[src/rtl/write_fifo_pkg.sv]
// write_fifo_pkg: shared pointer-width helpers and Gray/binary conversion for the CDC FIFO.
package write_fifo_pkg;
    // Conversions run on a 32-bit carrier. Zero-extended narrower pointers convert correctly
    // and are truncated back by the caller, so one pair of functions serves every width.
    localparam int MAX_W = 32;
    localparam int ADDR_WIDTH_DEF = 3;

    function automatic int depth(input int aw);
        return 1 << aw;
    endfunction

    function automatic int ptr_width(input int aw);
        return aw + 1;
    endfunction

    localparam int DEPTH_DEF = depth(ADDR_WIDTH_DEF);
    localparam int PTR_WIDTH_DEF = ptr_width(ADDR_WIDTH_DEF);

    function automatic logic [MAX_W-1:0] bin2gray(input logic [MAX_W-1:0] b);
        return b ^ (b >> 1);
    endfunction

    function automatic logic [MAX_W-1:0] gray2bin(input logic [MAX_W-1:0] g);
        logic [MAX_W-1:0] b;
        b[MAX_W-1] = g[MAX_W-1];
        for (int i = MAX_W - 2; i >= 0; i--) b[i] = b[i+1] ^ g[i];
        return b;
    endfunction
endpackage

[src/rtl/write_fifo_gray_top_if.sv]
// write_fifo_gray_top_if: write-client, memory and read-pointer signals of the FIFO write side.
interface write_fifo_gray_top_if #(
    parameter int ADDR_WIDTH = 3
);
    logic                  w_request_in;
    logic                  w_overflow_clr_in;
    logic [ADDR_WIDTH:0]   r_ptr_gray_in;
    logic                  w_en_out;
    logic [ADDR_WIDTH-1:0] w_addr_out;
    logic [ADDR_WIDTH:0]   w_ptr_gray_out;
    logic                  w_full_out;
    logic                  w_almost_full_out;
    logic [ADDR_WIDTH:0]   w_count_out;
    logic                  w_overflow_out;

    modport master (
        output w_request_in, w_overflow_clr_in, r_ptr_gray_in,
        input  w_en_out, w_addr_out, w_ptr_gray_out, w_full_out,
               w_almost_full_out, w_count_out, w_overflow_out
    );

    modport slave (
        input  w_request_in, w_overflow_clr_in, r_ptr_gray_in,
        output w_en_out, w_addr_out, w_ptr_gray_out, w_full_out,
               w_almost_full_out, w_count_out, w_overflow_out
    );
endinterface

[src/rtl/sync_ptr_gray.sv]
// sync_ptr_gray: multi-flop synchroniser for a Gray-coded pointer crossing clock domains.
module sync_ptr_gray #(
    parameter int WIDTH  = 4,
    parameter int STAGES = 2
) (
    input  logic             clk_in,
    input  logic             rst_n_in,
    input  logic [WIDTH-1:0] ptr_gray_in,
    output logic [WIDTH-1:0] ptr_gray_out
);
    logic [WIDTH-1:0] stage_q [STAGES];

    // Shift the incoming Gray pointer through the chain; only one bit changes at a time upstream
    always_ff @(posedge clk_in or negedge rst_n_in) begin
        if (!rst_n_in) begin
            stage_q <= '{default: '0};
        end else begin
            stage_q[0] <= ptr_gray_in;
            for (int i = 1; i < STAGES; i++) stage_q[i] <= stage_q[i-1];
        end
    end

    assign ptr_gray_out = stage_q[STAGES-1];
endmodule

[src/rtl/write_fifo_gray_top.sv]
// write_fifo_gray_top: write-side pointer, Gray export and full/count/overflow status of a CDC FIFO.
module write_fifo_gray_top
    import write_fifo_pkg::*;
#(
    parameter int ADDR_WIDTH  = 3,
    parameter int SYNC_STAGES = 2,
    parameter int AF_LEVEL    = 2**ADDR_WIDTH - 1
) (
    input logic w_clk_in,
    input logic w_reset_n_in,
    write_fifo_gray_top_if.slave bus
);
    localparam int PW = ptr_width(ADDR_WIDTH);
    localparam logic [PW-1:0] AF_THR = PW'(AF_LEVEL);

    logic [PW-1:0] wbin_q, wbin_d;
    logic [PW-1:0] wgray_q, wgray_d;
    logic [PW-1:0] count_q, count_d;
    logic          full_q, full_d;
    logic          af_q, af_d;
    logic          ovf_q, ovf_d;
    logic [PW-1:0] rsync;
    logic [PW-1:0] rbin;
    logic          w_en;

    sync_ptr_gray #(
        .WIDTH  (PW),
        .STAGES (SYNC_STAGES)
    ) u_rsync (
        .clk_in       (w_clk_in),
        .rst_n_in     (w_reset_n_in),
        .ptr_gray_in  (bus.r_ptr_gray_in),
        .ptr_gray_out (rsync)
    );

    // Next pointer and status; full compares Gray pointers with the top two read bits inverted
    always_comb begin
        w_en    = bus.w_request_in & ~full_q;
        rbin    = PW'(gray2bin(MAX_W'(rsync)));
        wbin_d  = wbin_q + PW'(w_en);
        wgray_d = PW'(bin2gray(MAX_W'(wbin_d)));
        full_d  = wgray_d == {~rsync[PW-1:PW-2], rsync[PW-3:0]};
        count_d = wbin_d - rbin;
        af_d    = count_d >= AF_THR;
        ovf_d   = (bus.w_request_in & full_q) | (ovf_q & ~bus.w_overflow_clr_in);
    end

    // Pointer, exported Gray pointer and status registers
    always_ff @(posedge w_clk_in or negedge w_reset_n_in) begin
        if (!w_reset_n_in) begin
            wbin_q  <= '0;
            wgray_q <= '0;
            count_q <= '0;
            full_q  <= 1'b0;
            af_q    <= 1'b0;
            ovf_q   <= 1'b0;
        end else begin
            wbin_q  <= wbin_d;
            wgray_q <= wgray_d;
            count_q <= count_d;
            full_q  <= full_d;
            af_q    <= af_d;
            ovf_q   <= ovf_d;
        end
    end

    assign bus.w_en_out          = w_en;
    assign bus.w_addr_out        = wbin_q[ADDR_WIDTH-1:0];
    assign bus.w_ptr_gray_out    = wgray_q;
    assign bus.w_full_out        = full_q;
    assign bus.w_almost_full_out = af_q;
    assign bus.w_count_out       = count_q;
    assign bus.w_overflow_out    = ovf_q;
endmodule
[src/flat_wrapper.sv]
// flat-port wrapper written by rule: the top's interface ports become plain ports
module write_fifo_gray_top_flat import write_fifo_pkg::*;
#(
    parameter int ADDR_WIDTH  = 3,
    parameter int SYNC_STAGES = 2,
    parameter int AF_LEVEL    = 2**ADDR_WIDTH - 1
)
  (w_clk_in, w_reset_n_in, bus_w_request_in, bus_w_overflow_clr_in, bus_r_ptr_gray_in, bus_w_en_out, bus_w_addr_out, bus_w_ptr_gray_out, bus_w_full_out, bus_w_almost_full_out, bus_w_count_out, bus_w_overflow_out);
  write_fifo_gray_top_if #(.ADDR_WIDTH(ADDR_WIDTH)) bus_i ();
  input logic w_clk_in;
  input logic w_reset_n_in;
  input wire logic [$bits(bus_i.w_request_in)-1:0] bus_w_request_in;
  input wire logic [$bits(bus_i.w_overflow_clr_in)-1:0] bus_w_overflow_clr_in;
  input wire logic [$bits(bus_i.r_ptr_gray_in)-1:0] bus_r_ptr_gray_in;
  output wire logic [$bits(bus_i.w_en_out)-1:0] bus_w_en_out;
  output wire logic [$bits(bus_i.w_addr_out)-1:0] bus_w_addr_out;
  output wire logic [$bits(bus_i.w_ptr_gray_out)-1:0] bus_w_ptr_gray_out;
  output wire logic [$bits(bus_i.w_full_out)-1:0] bus_w_full_out;
  output wire logic [$bits(bus_i.w_almost_full_out)-1:0] bus_w_almost_full_out;
  output wire logic [$bits(bus_i.w_count_out)-1:0] bus_w_count_out;
  output wire logic [$bits(bus_i.w_overflow_out)-1:0] bus_w_overflow_out;
  assign bus_i.w_request_in = bus_w_request_in;
  assign bus_i.w_overflow_clr_in = bus_w_overflow_clr_in;
  assign bus_i.r_ptr_gray_in = bus_r_ptr_gray_in;
  assign bus_w_en_out = bus_i.w_en_out;
  assign bus_w_addr_out = bus_i.w_addr_out;
  assign bus_w_ptr_gray_out = bus_i.w_ptr_gray_out;
  assign bus_w_full_out = bus_i.w_full_out;
  assign bus_w_almost_full_out = bus_i.w_almost_full_out;
  assign bus_w_count_out = bus_i.w_count_out;
  assign bus_w_overflow_out = bus_i.w_overflow_out;
  write_fifo_gray_top #(.ADDR_WIDTH(ADDR_WIDTH), .SYNC_STAGES(SYNC_STAGES), .AF_LEVEL(AF_LEVEL)) u_core (.w_clk_in(w_clk_in), .w_reset_n_in(w_reset_n_in), .bus(bus_i));
endmodule
[config.mk]
export PLATFORM = sky130hd
export DESIGN_NAME = write_fifo_gray_top_flat
export DESIGN_NICKNAME = d
export VERILOG_FILES = /design/src/rtl/write_fifo_pkg.sv /design/src/rtl/write_fifo_gray_top_if.sv /design/src/rtl/sync_ptr_gray.sv /design/src/rtl/write_fifo_gray_top.sv /design/src/flat_wrapper.sv
export SDC_FILE = /design/constraint.sdc
export NUM_CORES = 1
export LEC_CHECK = 0
export ABC_AREA = 1
export BUFFER_PORTS_ARGS = -buffer_cell sky130_fd_sc_hd__buf_2
export CORE_UTILIZATION = 55
export CTS_BUF_LIST = sky130_fd_sc_hd__clkbuf_8 sky130_fd_sc_hd__clkbuf_16
export DETAILED_ROUTE_END_ITERATION = 10
export PLACE_DENSITY = 0.82
export SYNTH_ARGS = -nofsm -noshare
export SYNTH_HDL_FRONTEND = slang
export SYNTH_SLANG_ARGS = --single-unit
[constraint.sdc]
create_clock -name w_clk_in -period 4.47 [get_ports w_clk_in]
set_input_delay 0.2235 -clock w_clk_in [delete_from_list [all_inputs] [get_ports w_clk_in]]
set_output_delay 0.2235 -clock w_clk_in [all_outputs]
set_load 0.01 [all_outputs]
=== After elaboration in Yosys (flattened, before gate mapping) ===
Index checks and enable logic that the tools add are counted.
Widths: inputs -> output; s select.

* Add/subtract/negate cells: 2
* Multiply operators: 0
* Divide/modulo/power cells: 0
* $lt $le $gt $ge: 1
* Equality and inequality tests: 1
* Shifts and indexed selects: 0
* Mux-type cells: 0
* Bitwise operators: 11
* Reduce and logical (&&, ||, !) cells: 0

{| class="wikitable"
|+ Operator list
! operator !! count
|-
| $add 4x1->4 || 1
|-
| $eq 4x4->1 || 1
|-
| $ge 4x3->1 const B || 1
|-
| $sub 4x4->4 || 1
|-
| $xor 4x3->4 || 1
|-
| $and 1x1->1 || 3
|-
| $xor 1x1->1 || 3
|-
| $not 1->1 || 2
|-
| $not 2->2 || 1
|-
| $or 1x1->1 || 1
|}

* Flip-flop bits (word level): 23
* Latch bits: 0
* Bits in writable memories: 0
* Bits in read-only memories: 0
* Output and inout port bits: 15
* Logic and storage cells: 23
* Memories: 0

=== Logic depth before layout (Yosys ltp) ===
* Depth in word-level cells: 5
* Mapped depth: 12
* Gate-level depth less buffers: 12

=== By module ===
Synthesis repeated with hierarchy kept, for this count alone.

* Cells, all modules: 96
* Area total of the unflattened synthesis: 970.9 um^2

{| class="wikitable"
|+ By module, submodules not included
! module !! instances !! cells each !! area each (um^2) !! sequential area each (um^2)
|-
| write_fifo_gray_top || 1 || 84 || 740.7 || 350.3
|-
| sync_ptr_gray || 1 || 12 || 230.2 || 200.2
|}

=== Least setup slack after synthesis ===
Ideal clock, no wire load.

* Path kind: register to register
* From: register u_core.full_q, in the netlist u_core.bus.w_full_out
* To: register u_core.af_q, in the netlist u_core.bus.w_almost_full_out
* Library setup time: 0.125 ns
* Data arrival time: 1.917 ns
* Setup slack: 2.428 ns
* Stages on the path, launching flop included: 12
* Clock period less this slack: 2.042 ns
* Path through: dfrtp_1 > nor2_1 > ha_1 > ha_1 > inv_1 > nand2_1 > nand2_1 > ha_1 > a21oi_1 > inv_1 > nand2_1 > nand3_1

* Longest elaborated chain between the ends: 5

{| class="wikitable"
|+ Ends and longest elaborated chain
! item !! RTL line !! RTL
|-
| start, declared || write_fifo_gray_top.sv:19 || <nowiki>logic full_q, full_d;</nowiki>
|-
| start signal, assigned || write_fifo_gray_top.sv:61 || <nowiki>full_q <= full_d;</nowiki>
|-
| $not 1->1 || write_fifo_gray_top.sv:38 || <nowiki>w_en = bus.w_request_in & ~full_q;</nowiki>
|-
| $and 1x1->1 || write_fifo_gray_top.sv:38 ||
|-
| named net bus_w_en_out || flat_wrapper.sv:15 || <nowiki>output wire logic [$bits(bus_i.w_en_out)-1:0] bus_w_en_out;</nowiki>
|-
| $add 4x1->4 || write_fifo_gray_top.sv:40 || <nowiki>wbin_d = wbin_q + PW'(w_en);</nowiki>
|-
| named net u_core.wbin_d[2] || write_fifo_gray_top.sv:16 || <nowiki>logic [PW-1:0] wbin_q, wbin_d;</nowiki>
|-
| $sub 4x4->4 || write_fifo_gray_top.sv:43 || <nowiki>count_d = wbin_d - rbin;</nowiki>
|-
| $ge 4x3->1 || write_fifo_gray_top.sv:44 || <nowiki>af_d = count_d >= AF_THR;</nowiki>
|-
| named net u_core.af_d || write_fifo_gray_top.sv:20 || <nowiki>logic af_q, af_d;</nowiki>
|-
| end signal, assigned || write_fifo_gray_top.sv:55 || <nowiki>af_q <= 1'b0;</nowiki>
|-
| end signal, assigned || write_fifo_gray_top.sv:62 || <nowiki>af_q <= af_d;</nowiki>
|-
| end, declared || write_fifo_gray_top.sv:20 ||
|}

The timed path passes the listed nets, and every way through them passes these cells.

=== Final worst setup path ===
* From: register u_core.u_rsync.stage_q (netlist bit u_core.u_rsync.ptr_gray_out[3])
* To: register u_core.af_q, in the netlist u_core.bus.w_almost_full_out

* Longest elaborated chain between the ends: 5

{| class="wikitable"
|+ Ends and longest elaborated chain
! item !! RTL line !! RTL
|-
| start, declared || sync_ptr_gray.sv:11 || <nowiki>logic [WIDTH-1:0] stage_q [STAGES];</nowiki>
|-
| $xor 1x1->1 (*) || write_fifo_pkg.sv:26 || <nowiki>for (int i = MAX_W - 2; i >= 0; i--) b[i] = b[i+1] ^ g[i];</nowiki>
|-
| $xor 1x1->1 (2 in a row) || write_fifo_pkg.sv:26 ||
|-
| $sub 4x4->4 (*) || write_fifo_gray_top.sv:43 ||
|-
| named net u_core.count_d[2] || write_fifo_gray_top.sv:18 || <nowiki>logic [PW-1:0] count_q, count_d;</nowiki>
|-
| $ge 4x3->1 (*) || write_fifo_gray_top.sv:44 ||
|-
| named net u_core.af_d || write_fifo_gray_top.sv:20 ||
|}

Mark *: on every way through the listed nets, which the timed path passes. The rest lies on a longest branch.

==> results.tsv <==
stage	metric	value	unit
setup_path	Worst Path Arrival	2.33	ns
synthesis	mean cell area of the mapped netlist	9.919	um^2
floorplan	Row Count	14	
clocking	# resized after CTS	0	
final_layout	Nets	139	
timing	Pins Over Slew Limit	0	
hold_path	HP Start	bus_r_ptr_gray_in[1]	
floorplan	# IOs	23	
hold_path	Hold Path End	u_core.u_rsync.stage_q[5]$_DFF_PN0_	
setup_path	CP startpoint kind	flop	
timing	Fin Setup TNS	0	ns
hold_path	worst min path class	input pin to flop	
synthesis	Synth Net Count	111	
final_layout	Fillers	101	
clocking	Setup Fix Bufs, Post-CTS	0	
drt	total wire length	1.683	mm
clocking	Root Driver	clkbuf_8	
setup_path	R2R cell count	11	
final_layout	multi-input logic area	344.1	um^2
global_route	largest net degree at the start of global routing	23	
floorplan	die width	43.83	um
timing	Fmax	0.4690	GHz
clocking	CTS Hold Bufs	1	
final_layout	Post-Layout Inst Area	1174	um^2
place	Placed Area	1092	um^2
power	power density cells	778.2	nW/um^2
power	Static Leak	0.6685	nW
global_route	initial antenna violation count	0	
drt	via count	727	
setup_path	Worst R2R End	u_core.bus.w_almost_full_out$_DFF_PN0_	
global_route	Overall Global Routing Usage	21.22	%
floorplan	Die ar.	1921	um^2
drt	vias per inst	5.193	
clocking	TritonCTS Buffers	3	
power	VDD IR max	0.3810	mV
final_layout	Reg area	550.5	um^2
place	port buffer count	22	
place	Final Wtd Congestion	0.8126	
setup_path	Setup crit start	u_core.u_rsync.ptr_gray_out[3]$_DFF_PN0_	
clocking	clock sinks	22	
clocking	H-tree depth	1	
hold_path	WHS Path Cells	1	
clocking	clock transition at the registers of the reported paths	0.08	ns
final_layout	final std cells w/o fill	140	
setup_path	Reg2Reg Launch Point	u_core.u_rsync.ptr_gray_out[3]$_DFF_PN0_	
setup_path	Worst Path Required	4.66	ns
clocking	worst-skew pair later-pin latency	0.26	ns
floorplan	Die H	43.83	um
place	placed cell count	135	
setup_path	crit path kind	flop to flop	
timing	Setup Skew	0.005301	ns
floorplan	Starting Density	61.03	%
synthesis	Yosys reg bits	22	
global_route	global route total overflow	0	
final_layout	share of cells above drive strength 1	26.61	%
timing	final hold violation count	0	
status	failing checks	DRC	
timing	worst slew pin tran	0.4625	ns
clocking	Clock Tree Buf Depth	2	
run	max-cap viol count	0	
synthesis	mapped cell area	962.2	um^2
timing	final hold slack	0.06313	ns
timing	endpoints failing setup	0	
synthesis	Synth Instances	97	
timing	Slew headroom	69.16	%
drt	DRT iter0 DRCs	18	
floorplan	Core Region	1577	um^2
setup_path	R2R setup slack	2.34	ns
global_route	vias in the first global route	687	
clocking	CTS tree	yes	
synthesis	count of cell types in the netlist	16	
final_layout	Layout area overhead	21.98	%
timing	Final period util	47.70	%
drt	drt pass-1 iters	9	
drt	drt wl/cell	12.02	um
setup_path	highest net fanout along the worst path	3	
synthesis	Synthesis Warnings	0	
drt	Routed Antenna Nets	0	
final_layout	final design utilization	74.44	%
place	DP Wirelength	1.236	mm
timing	post-layout min period	2.132	ns
global_route	first-pass GRT wire length	2.760	mm
timing	RSZ-0062 raised after global routing	no	
status	status	finished, violations left	
setup_path	critical path endpoint category	flop	
drt	Remaining DRCs	2	
final_layout	ant diodes	0	
synthesis	post-synthesis sequential area ratio	57.22	%
## metal layers
metal / share of wire, % / wire (um) / track usage (%) / vias up
li1: - / - / - / 354
met1: 40 / 675 / 22.44 / 334
met2: 51 / 860 / 37.61 / 35
met3: 6.1 / 103 / 3.750 / 4
met4: 2.6 / 43 / 15.00 / 0
met5: 0 / 0 / 0 / -
## placed cells by master, fill, tap and decap left out, drive strengths merged, types with 2 or more instances in the layout
master / instances
nor2: 2
buf: 22
nand3: 14
clkbuf: 3
nand2: 27
inv: 18
dfrtp: 22
ha: 5
xnor2: 2
## synth_stat cells
cell type | count | area (um^2)
o21bai_1 | 1 | 7.510
a21oi_1 | 1 | 5.000
xnor2_1 | 2 | 17.52
nand4_2 | 1 | 12.51
dfrtp_1 | 22 | 550.5
o21ai_0 | 1 | 5.000
fa_1 | 1 | 20.02
nand2_1 | 22 | 82.58
nand3_1 | 14 | 70.07
or2_4 | 1 | 8.760
nor2_1 | 2 | 7.510
nand2_4 | 1 | 11.26
xor2_1 | 1 | 8.760
ha_1 | 5 | 62.56
nand2_2 | 4 | 25.02
inv_1 | 18 | 67.56
## stage by stage
stage                     setup slack [ns]  power (mW)
after floorplan                      2.428      0.5975
after global placement               2.363      0.7126
after detailed placement             2.372      0.7286
after CTS                            2.341      0.9147
after global routing                 2.202      0.9868
final                                2.338      0.9133
## layout make-up
cell class	instances	share of cell area, %
timing repair buffer	23	10.23
multi-input combinational	57	29.32
inverter	18	5.757
clock buffer	3	3.518
tap	16	1.706
sequential	22	46.91
clock inverter	1	2.559
## report_power, final
group          internal (mW)  switching, mW  total (mW)
Sequential             0.269         0.0321       0.302
Combinational          0.165          0.267       0.432
Clock                  0.120         0.0604       0.180
Total                  0.554          0.359       0.913
## state kept, by name (all words and copies together) (netlist names)
name and cells:
u_core.bus.w_almost_full_out 1, u_core.u_rsync.ptr_gray_out 4, u_core.u_rsync.stage_q 4, u_core.bus.w_full_out 1
u_core.bus.w_count_out 4, u_core.wbin_q 4, u_core.bus.w_overflow_out 1, u_core.bus.w_ptr_gray_out 3
## critical path: stages, from the launching register on
cell and delay [ns]:
dfrtp_1 0.41, xnor2_1 0.31, nand2_1 0.17, nand2_4 0.11
nand2_2 0.04, nand2_1 0.05, inv_1 0.04, ha_1 0.20
fa_1 0.40, xnor2_1 0.18, nand3_1 0.09, nand3_1 0.09
## worst max path at each step
stage	endpoint	slack (ns)
detailed placement	u_core.bus.w_almost_full_out$_DFF_PN0_	2.37
floorplan	u_core.bus.w_almost_full_out$_DFF_PN0_	2.43
global placement	u_core.bus.w_almost_full_out$_DFF_PN0_	2.36
CTS	u_core.bus.w_almost_full_out$_DFF_PN0_	2.34
finish	u_core.bus.w_almost_full_out$_DFF_PN0_	2.34
global route	u_core.bus.w_almost_full_out$_DFF_PN0_	2.20
## logic make-up (layout without fill, tap and decap cells)
group                    count (synthesis)  in the layout  share of synthesized area, %
XOR/XNOR                                 3              3                         2.731
buffers and inverters                   18             45                         7.022
AND/OR/NAND/NOR                         45             45                         22.63
flip-flops                              22             22                         57.22
AO/OA/AOI/OAI                            3              3                         1.820
adder cells (fa/ha/maj)                  6              6                         8.583
No activity file was read; power rests on OpenSTA's default activity.
